### src/rtl/peripheral_bus_splitter.sv
// Splits one Avalon-MM slave port into register and memory ports, merging read responses in order.
// Optional PERIPHERAL_SPLITTER_TIMEOUT_EN: answers a stuck read with 0xDEAD_0000 after TIMEOUT cycles.
module peripheral_bus_splitter #(
    parameter int REGS        = 5,
    parameter int MAX_PENDING = 4,
    parameter int TIMEOUT     = 64
) (
    input  logic        clk,
    input  logic        reset,
    input  logic        avs_read,
    input  logic        avs_write,
    input  logic [8:0]  avs_address,
    input  logic [31:0] avs_writedata,
    output logic        avs_waitrequest,
    output logic        avs_readdatavalid,
    output logic [31:0] avs_readdata,
    output logic        reg_read,
    output logic        reg_write,
    output logic [2:0]  reg_address,
    output logic [31:0] reg_data_in,
    input  logic        reg_read_valid,
    input  logic [31:0] reg_data_out,
    output logic        mem_read,
    output logic        mem_write,
    output logic [7:0]  mem_address,
    output logic [31:0] mem_data_in,
    input  logic        mem_read_valid,
    input  logic [31:0] mem_data_out,
    output logic        err,
    input  logic        err_clear
);
    localparam int PTR_W = $clog2(MAX_PENDING);
    localparam int CNT_W = PTR_W + 1;
    localparam logic [3:0] IDX_LIMIT = 4'(REGS);

    typedef enum logic [1:0] {
        TAG_REG   = 2'd0,
        TAG_MEM   = 2'd1,
        TAG_LOCAL = 2'd2
    } tag_t;

    tag_t             tag_mem [MAX_PENDING];
    logic [PTR_W-1:0] wr_ptr_reg, rd_ptr_reg;
    logic [CNT_W-1:0] count_reg;

    logic        accept, wr_cmd, rd_cmd, is_mem, bad_index, to_reg;
    logic        fifo_empty, pop_reg, pop_mem, pop_local, pop_timeout, pop;
    logic        err_set;
    tag_t        head_tag, push_tag;
    logic [31:0] resp_data;

    assign avs_waitrequest = (count_reg == CNT_W'(MAX_PENDING));

    always_comb begin
        accept    = (avs_read | avs_write) & ~avs_waitrequest;
        wr_cmd    = accept & avs_write;
        // A simultaneous read strobe is discarded in favour of the write.
        rd_cmd    = accept & avs_read & ~avs_write;
        is_mem    = avs_address[8];
        bad_index = ~is_mem & ({1'b0, avs_address[2:0]} >= IDX_LIMIT);
        to_reg    = ~is_mem & ~bad_index;
        push_tag  = is_mem ? TAG_MEM : (bad_index ? TAG_LOCAL : TAG_REG);

        fifo_empty = (count_reg == '0);
        head_tag   = tag_mem[rd_ptr_reg];
        pop_reg    = ~fifo_empty & (head_tag == TAG_REG) & reg_read_valid;
        pop_mem    = ~fifo_empty & (head_tag == TAG_MEM) & mem_read_valid;
        pop_local  = ~fifo_empty & (head_tag == TAG_LOCAL);
        pop        = pop_reg | pop_mem | pop_local | pop_timeout;

        resp_data = 32'h0000_0000;
        if (pop_reg)
            resp_data = reg_data_out;
        else if (pop_mem)
            resp_data = mem_data_out;
        else if (pop_timeout)
            resp_data = 32'hDEAD_0000;

        // Any response not consumed by the head tag is a stray and is dropped.
        err_set = (accept & avs_read & avs_write)
                | ((wr_cmd | rd_cmd) & bad_index)
                | (reg_read_valid & ~pop_reg)
                | (mem_read_valid & ~pop_mem)
                | pop_timeout;
    end

`ifdef PERIPHERAL_SPLITTER_TIMEOUT_EN
    localparam int TMR_W = $clog2(TIMEOUT + 1);
    logic [TMR_W-1:0] timer_reg;
    logic             head_waiting;

    assign head_waiting = ~fifo_empty & ((head_tag == TAG_REG) | (head_tag == TAG_MEM))
                        & ~pop_reg & ~pop_mem;
    assign pop_timeout  = head_waiting & (timer_reg == TMR_W'(TIMEOUT));

    always_ff @(posedge clk) begin
        if (reset || !head_waiting || pop_timeout)
            timer_reg <= '0;
        else
            timer_reg <= timer_reg + TMR_W'(1);
    end
`else
    // TIMEOUT only matters in the timeout build; this is constant 0.
    assign pop_timeout = (TIMEOUT < 0);
`endif

    always_ff @(posedge clk) begin
        if (rd_cmd)
            tag_mem[wr_ptr_reg] <= push_tag;
    end

    always_ff @(posedge clk) begin
        if (reset) begin
            wr_ptr_reg        <= '0;
            rd_ptr_reg        <= '0;
            count_reg         <= '0;
            reg_read          <= 1'b0;
            reg_write         <= 1'b0;
            reg_address       <= '0;
            reg_data_in       <= '0;
            mem_read          <= 1'b0;
            mem_write         <= 1'b0;
            mem_address       <= '0;
            mem_data_in       <= '0;
            avs_readdatavalid <= 1'b0;
            avs_readdata      <= '0;
            err               <= 1'b0;
        end else begin
            reg_read  <= rd_cmd & to_reg;
            reg_write <= wr_cmd & to_reg;
            mem_read  <= rd_cmd & is_mem;
            mem_write <= wr_cmd & is_mem;
            if ((rd_cmd | wr_cmd) & to_reg) begin
                reg_address <= avs_address[2:0];
                reg_data_in <= avs_writedata;
            end
            if ((rd_cmd | wr_cmd) & is_mem) begin
                mem_address <= avs_address[7:0];
                mem_data_in <= avs_writedata;
            end

            if (rd_cmd)
                wr_ptr_reg <= wr_ptr_reg + PTR_W'(1);
            if (pop)
                rd_ptr_reg <= rd_ptr_reg + PTR_W'(1);
            count_reg <= count_reg + CNT_W'(rd_cmd) - CNT_W'(pop);

            avs_readdatavalid <= pop;
            avs_readdata      <= resp_data;
            // A new error outranks a clear in the same cycle.
            err <= err_set | (err & ~err_clear);
        end
    end
endmodule
### config.mk
export PLATFORM = sky130hd
export DESIGN_NAME = peripheral_bus_splitter
export DESIGN_NICKNAME = d
export VERILOG_FILES = /design/src/rtl/peripheral_bus_splitter.sv
export SDC_FILE = /design/constraint.sdc
export NUM_CORES = 1
export LEC_CHECK = 0
export ABC_AREA = 0
export BUFFER_PORTS_ARGS = -buffer_cell sky130_fd_sc_hd__buf_2
export CORE_AREA = 4 4 111 113
export CTS_BUF_LIST = sky130_fd_sc_hd__clkbuf_8
export DETAILED_ROUTE_END_ITERATION = 8
export DIE_AREA = 0 0 115 117
export HOLD_SLACK_MARGIN = 0.03
export PLACE_DENSITY = 0.8
export SYNTH_ARGS = -nofsm -noshare
export SYNTH_HDL_FRONTEND = slang
export SYNTH_SLANG_ARGS = --single-unit
### constraint.sdc
create_clock -name clk -period 2.7 [get_ports clk]
set_input_delay 0.135 -clock clk [delete_from_list [all_inputs] [get_ports clk]]
set_output_delay 0.135 -clock clk [all_outputs]
set_load 0.005 [all_outputs]
==> Word-level counts from Yosys, hierarchy flattened <==
Memories as Yosys holds them, arrays and structs flattened. A register that Yosys moved wholly into a read port is not among the register bits.
Cells that the tools add are included.
{ "word_totals": {"regBits": 120, "ram_bits": 8, "out_inout_bits": 114, "n_memories": 1} }
{ "memory_table": {"columns": ["memory", "depth", "width", "rd", "rd_clocked_by_memory_dff", "write_ports", "line", "rtl"], "rows": [
  ["tag_mem", 4, 2, 1, 1, 1, "42", "tag_t tag_mem [MAX_PENDING];"]
]} }
{ "op_classes": {"addsub": 4, "magnitude_cmp": 1, "eq_ne": 3, "n_mux": 8, "bitwise_logic": 38, "n_reduce_logical": 2} }
{ "ops": {"columns": ["cell", "count"], "rows": [
  ["$mux W32", 2],
  ["$and A1 B1 Y1", 22],
  ["$mux W2", 4],
  ["$not A1 Y1", 8],
  ["$or A1 B1 Y1", 8],
  ["$add A2 B1 Y2 const B", 2],
  ["$add A3 B1 Y3", 1],
  ["$eq A3 B3 Y1 const B", 1],
  ["$ge A3 B3 Y1 const B", 1],
  ["$logic_not A3 Y1", 1],
  ["$sub A3 B1 Y3", 1],
  ["$eq A2 B1 Y1 const B", 1],
  ["$eq A2 B2 Y1 const B", 1],
  ["$logic_not A2 Y1", 1],
  ["$mux W1", 2]
]} }

==> Logic depth before layout (Yosys ltp) <==
{ "depth": {"depth_word": 11, "ltp_mapped": 12} }

==> Least setup slack after synthesis <==
Ideal clock, no wire load.
{ "synth_timing": {"kind": "register -> register", "from": "reg (tool-made name)", "to": "reg count_reg[2]", "arrival_time_ps": 2450, "path_slack_ps": 123, "stages_incl_launch_ff": 11, "path_buffers": 0, "synth_period_minus_slack_ps": 2577, "path_cell_list": "dfxtp_1 > mux4_2 > o21bai_1 > a21oi_2 > ha_1 > inv_1 > ha_1 > fa_1 > xnor2_1 > xnor2_1 > nor2_1"} }
{ "synth_rtl": {"columns": ["item", "line", "rtl"], "rows": [
  ["end signal: assignment", "146", "count_reg <= count_reg + CNT_W'(rd_cmd) - CNT_W'(pop);"],
  ["end: declaration", "44", "logic [CNT_W-1:0] count_reg;"]
]} }

==> impl_metrics.json <==
{
  "grt_max_degree": 63,
  "yosys.area_share.simple_pct": 22.52,
  "slowest_stage": "dlygate4sd3_1",
  "ys_seq_elements": 130,
  "layout.cells.non_filler": 1043,
  "crit_required_ps": 3090,
  "slew_viol_final": 0,
  "intPower_mw": 3.713,
  "vias": 5318,
  "critPathKind": "reg2reg",
  "wirelength_um": 17450,
  "boundaryPins": 226,
  "p_sw_mw": 1.615,
  "drive_gt1_share_pct": 30.70,
  "synth_compound_area_share_pct": 12.71,
  "cp_num_buf_inv": 3,
  "worst_hold_slack_ps": 104.5,
  "overflow": 0,
  "fmax_mhz": 396.7,
  "p_total_mw": 5.328,
  "rsz0062_at_grt": "false",
  "utilization_pct": 66.34,
  "design_area_sq_um": 7510,
  "clockBufferDepth": 2,
  "outcome": "finished, final reports clean",
  "grt_util_met3_pct": 10.39,
  "drt_iter0_markers": 428,
  "register_area_sq_um": 2684,
  "synth_top_cell_by_area": "dfxtp_1",
  "synth-xor-area-share_pct": 0.5447,
  "p_clk_share_pct": 30.6,
  "core_sq_um": 11320,
  "fin_tns_setup_ps": 0,
  "reg.largest.list": "avs_readdata (32), mem_data_in (32), reg_data_in (32)",
  "setup_slack_ps": 179.3,
  "max_slew_margin_pct": 44.15,
  "antenna_found_initial": 0,
  "grt_pass1_vias": 5306,
  "drt-pass1-iter-count": 7,
  "critPathMaxFanout": 32,
  "hold_viol_final": 0,
  "worstPathArrival_ps": 2910,
  "synthAdderAreaFrac_pct": 1.971,
  "syn-num-nets": 687,
  "combinationalPowerShare_pct": 27.1,
  "ant_nets": 0,
  "min_period_over_period_pct": 93.36,
  "synth_area_sq_um": 4823,
  "seqPwrFrac_pct": 42.4,
  "synth_edf_count": 8,
  "finalSetupViolations": 0,
  "timing.final.crit_period_ps": 2521,
  "grt_pass1_wl_um": 26720,
  "yosys_warnings": 0,
  "drc": 0,
  "cts_tree": "done",
  "final.setup_skew_ps": 11.42,
  "sw_frac_of_total_pct": 30.31,
  "post-dp-hpwl_um": 10000,
  "nFillCells": 853,
  "max_cap_viol_count": 0,
  "grt_busiest_layer": "met2",
  "synth_top_family_by_area": "simple AND/OR/NAND/NOR gates",
  "grtUsageMet1_pct": 28.32,
  "power.leakage_nw": 3.491,
  "crit_chain": "mux4_2, buf_4, nor4b_4, buf_6, nand2_1, a21oi_1, dlygate4sd3_1",
  "htreeDepth": 4,
  "post_dp_cell_area_sq_um": 6047,
  "worstMarginPinSlew_ps": 837.8,
  "routedWlPerCell_um": 16.73,
  "ys_seq_area_share_pct": 55.62,
  "r2r_cells": 7,
  "area_growth_pct": 55.69,
  "start_util_pct": 42.61,
  "post_cts_buffers": 0,
  "met2_usage_pct": 42.86,
  "fp.dieH_um": 117,
  "synth_top_flop_cell": "dfxtp_1",
  "max_stage_delay_ps": 570,
  "synth_area_leaders": "dfxtp_1, nand2_1, a21oi_1",
  "syn_avg_cell_area_sq_um": 8.492,
  "final_nets": 1007,
  "fp-row-count": 39,
  "die_width_um": 115,
  "muxShareOfSynthArea_pct": 2.101,
  "floorplan.die_area_sq_um": 13460,
  "numCtsBuffers": 17,
  "place_ws_ps": 99.68,
  "place.gp.congestion": 0.8475,
  "multiInputGateArea_sq_um": 1933,
  "min_path_type": "in2reg",
  "port_buffers": 225,
  "clk_pin_slew_worst_paths_ps": 70,
  "crit_family": "buffers and inverters",
  "cp-start-kind": "flip-flop",
  "cts.sinks": 130,
  "ir_drop_v": 0.0005046,
  "cts-root-buf": "clkbuf_8",
  "synth_top_area_share_pct": 50.64,
  "via_per_inst": 5.099,
  "clock_insertion_delay_worst_skew_ps": 440,
  "placed_cells": 906,
  "async_reset_ff_share_pct": 0,
  "cp.depth": 7,
  "p_per_area_nw_per_um2": 709.5,
  "grtUsageTotal_pct": 25.65,
  "whs_path_depth": 3,
  "synth_cell_types": 40,
  "syn_inst": 568,
  "crit_path_end_kind": "flip-flop"
}
## area by class of cell
type                       count  area share (%)
sequential                   130           35.74
timing repair buffer         341           30.37
multi-input combinational    387           25.74
clock buffer                  22           4.032
tap                          143           2.383
clock inverter                 8           1.150
inverter                      11          0.5498
antenna                        1         0.03332
## synthesized netlist by cell type (all sizes together), types with 2 or more instances
master / instances
nor3b: 2
nand3: 33
nor2b: 4
edfxtp: 8
mux4: 3
nand2: 185
dfxtp: 122
and4: 2
ha: 6
a21oi: 110
mux2: 3
nor3: 3
nor2: 10
inv: 11
and2: 6
buf: 9
nor4b: 2
xnor2: 3
clkbuf: 31
## worst paths after layout
| path | startpoint | to | slack (ps) |
|---|---|---|---|
| worst min register to register | mem_data_in[31] | mem_data_in[31] | 450 |
| worst min-delay path | err_clear | err | 100 |
| worst max-delay path | flip-flop | avs_readdata[3] | 180 |
| worst max register to register | flip-flop | avs_readdata[3] | 180 |
## worst reg2reg max path: cells and delay by family (launching register included)
family	cells	cell delay, ps
buffers and inverters	3	1020
flip-flops	1	360
AND/OR/NAND/NOR	2	380
AO/OA/AOI/OAI	1	170
multiplexers	1	540
## logic make-up (layout without fill, tap and decap cells)
group,after synthesis,count (layout)
buffers and inverters,51,382
AOI/OAI and AO/OA,118,118
xor gates and xnor gates,3,3
DFF,130,130
muxes,6,6
other,0,1
adders and majority gates,7,7
and+or+nand+nor,253,253
## per-layer routing
layer	wire length (um)	part of all wire, %
met5	0	0
met2	8601	49
met1	6582	38
met3	1760	10
met4	510	2.9
## cells in the final DEF, fill, tap and decap left out, types with 2 or more instances in the layout
cell and count:
dfxtp_1 121, dlygate4sd3_1 106, mux2_2 2, ha_1 6, mux4_2 3, nor2_1 10, buf_2 224, inv_1 14
clkinv_2 3, a21oi_1 109, nand2_1 185, and2_1 5, edfxtp_1 8, xnor2_1 3, nand3_1 32, nor2b_1 4
and4_1 2, buf_4 9, nor3_1 3, bufinv_16 2, clkbuf_8 22
## power groups by stage
stage                     Sequential, mW  Clock, mW  Combinational [mW]
after floorplan                     2.30          0               0.757
after global placement              2.28          0                1.22
after detailed placement            2.29          0                1.23
after CTS                           2.25       1.65                1.39
after global routing                2.28       1.75                1.58
final                               2.26       1.63                1.44
## what timing repair did
action | in CTS | in global routing
endpoints found under the hold margin | 113 | 0
resized for setup | 0 | 4
endpoints found under the setup margin | 0 | 14
hold buffers | 106 | 0
(Power assumes the default switching activity.)
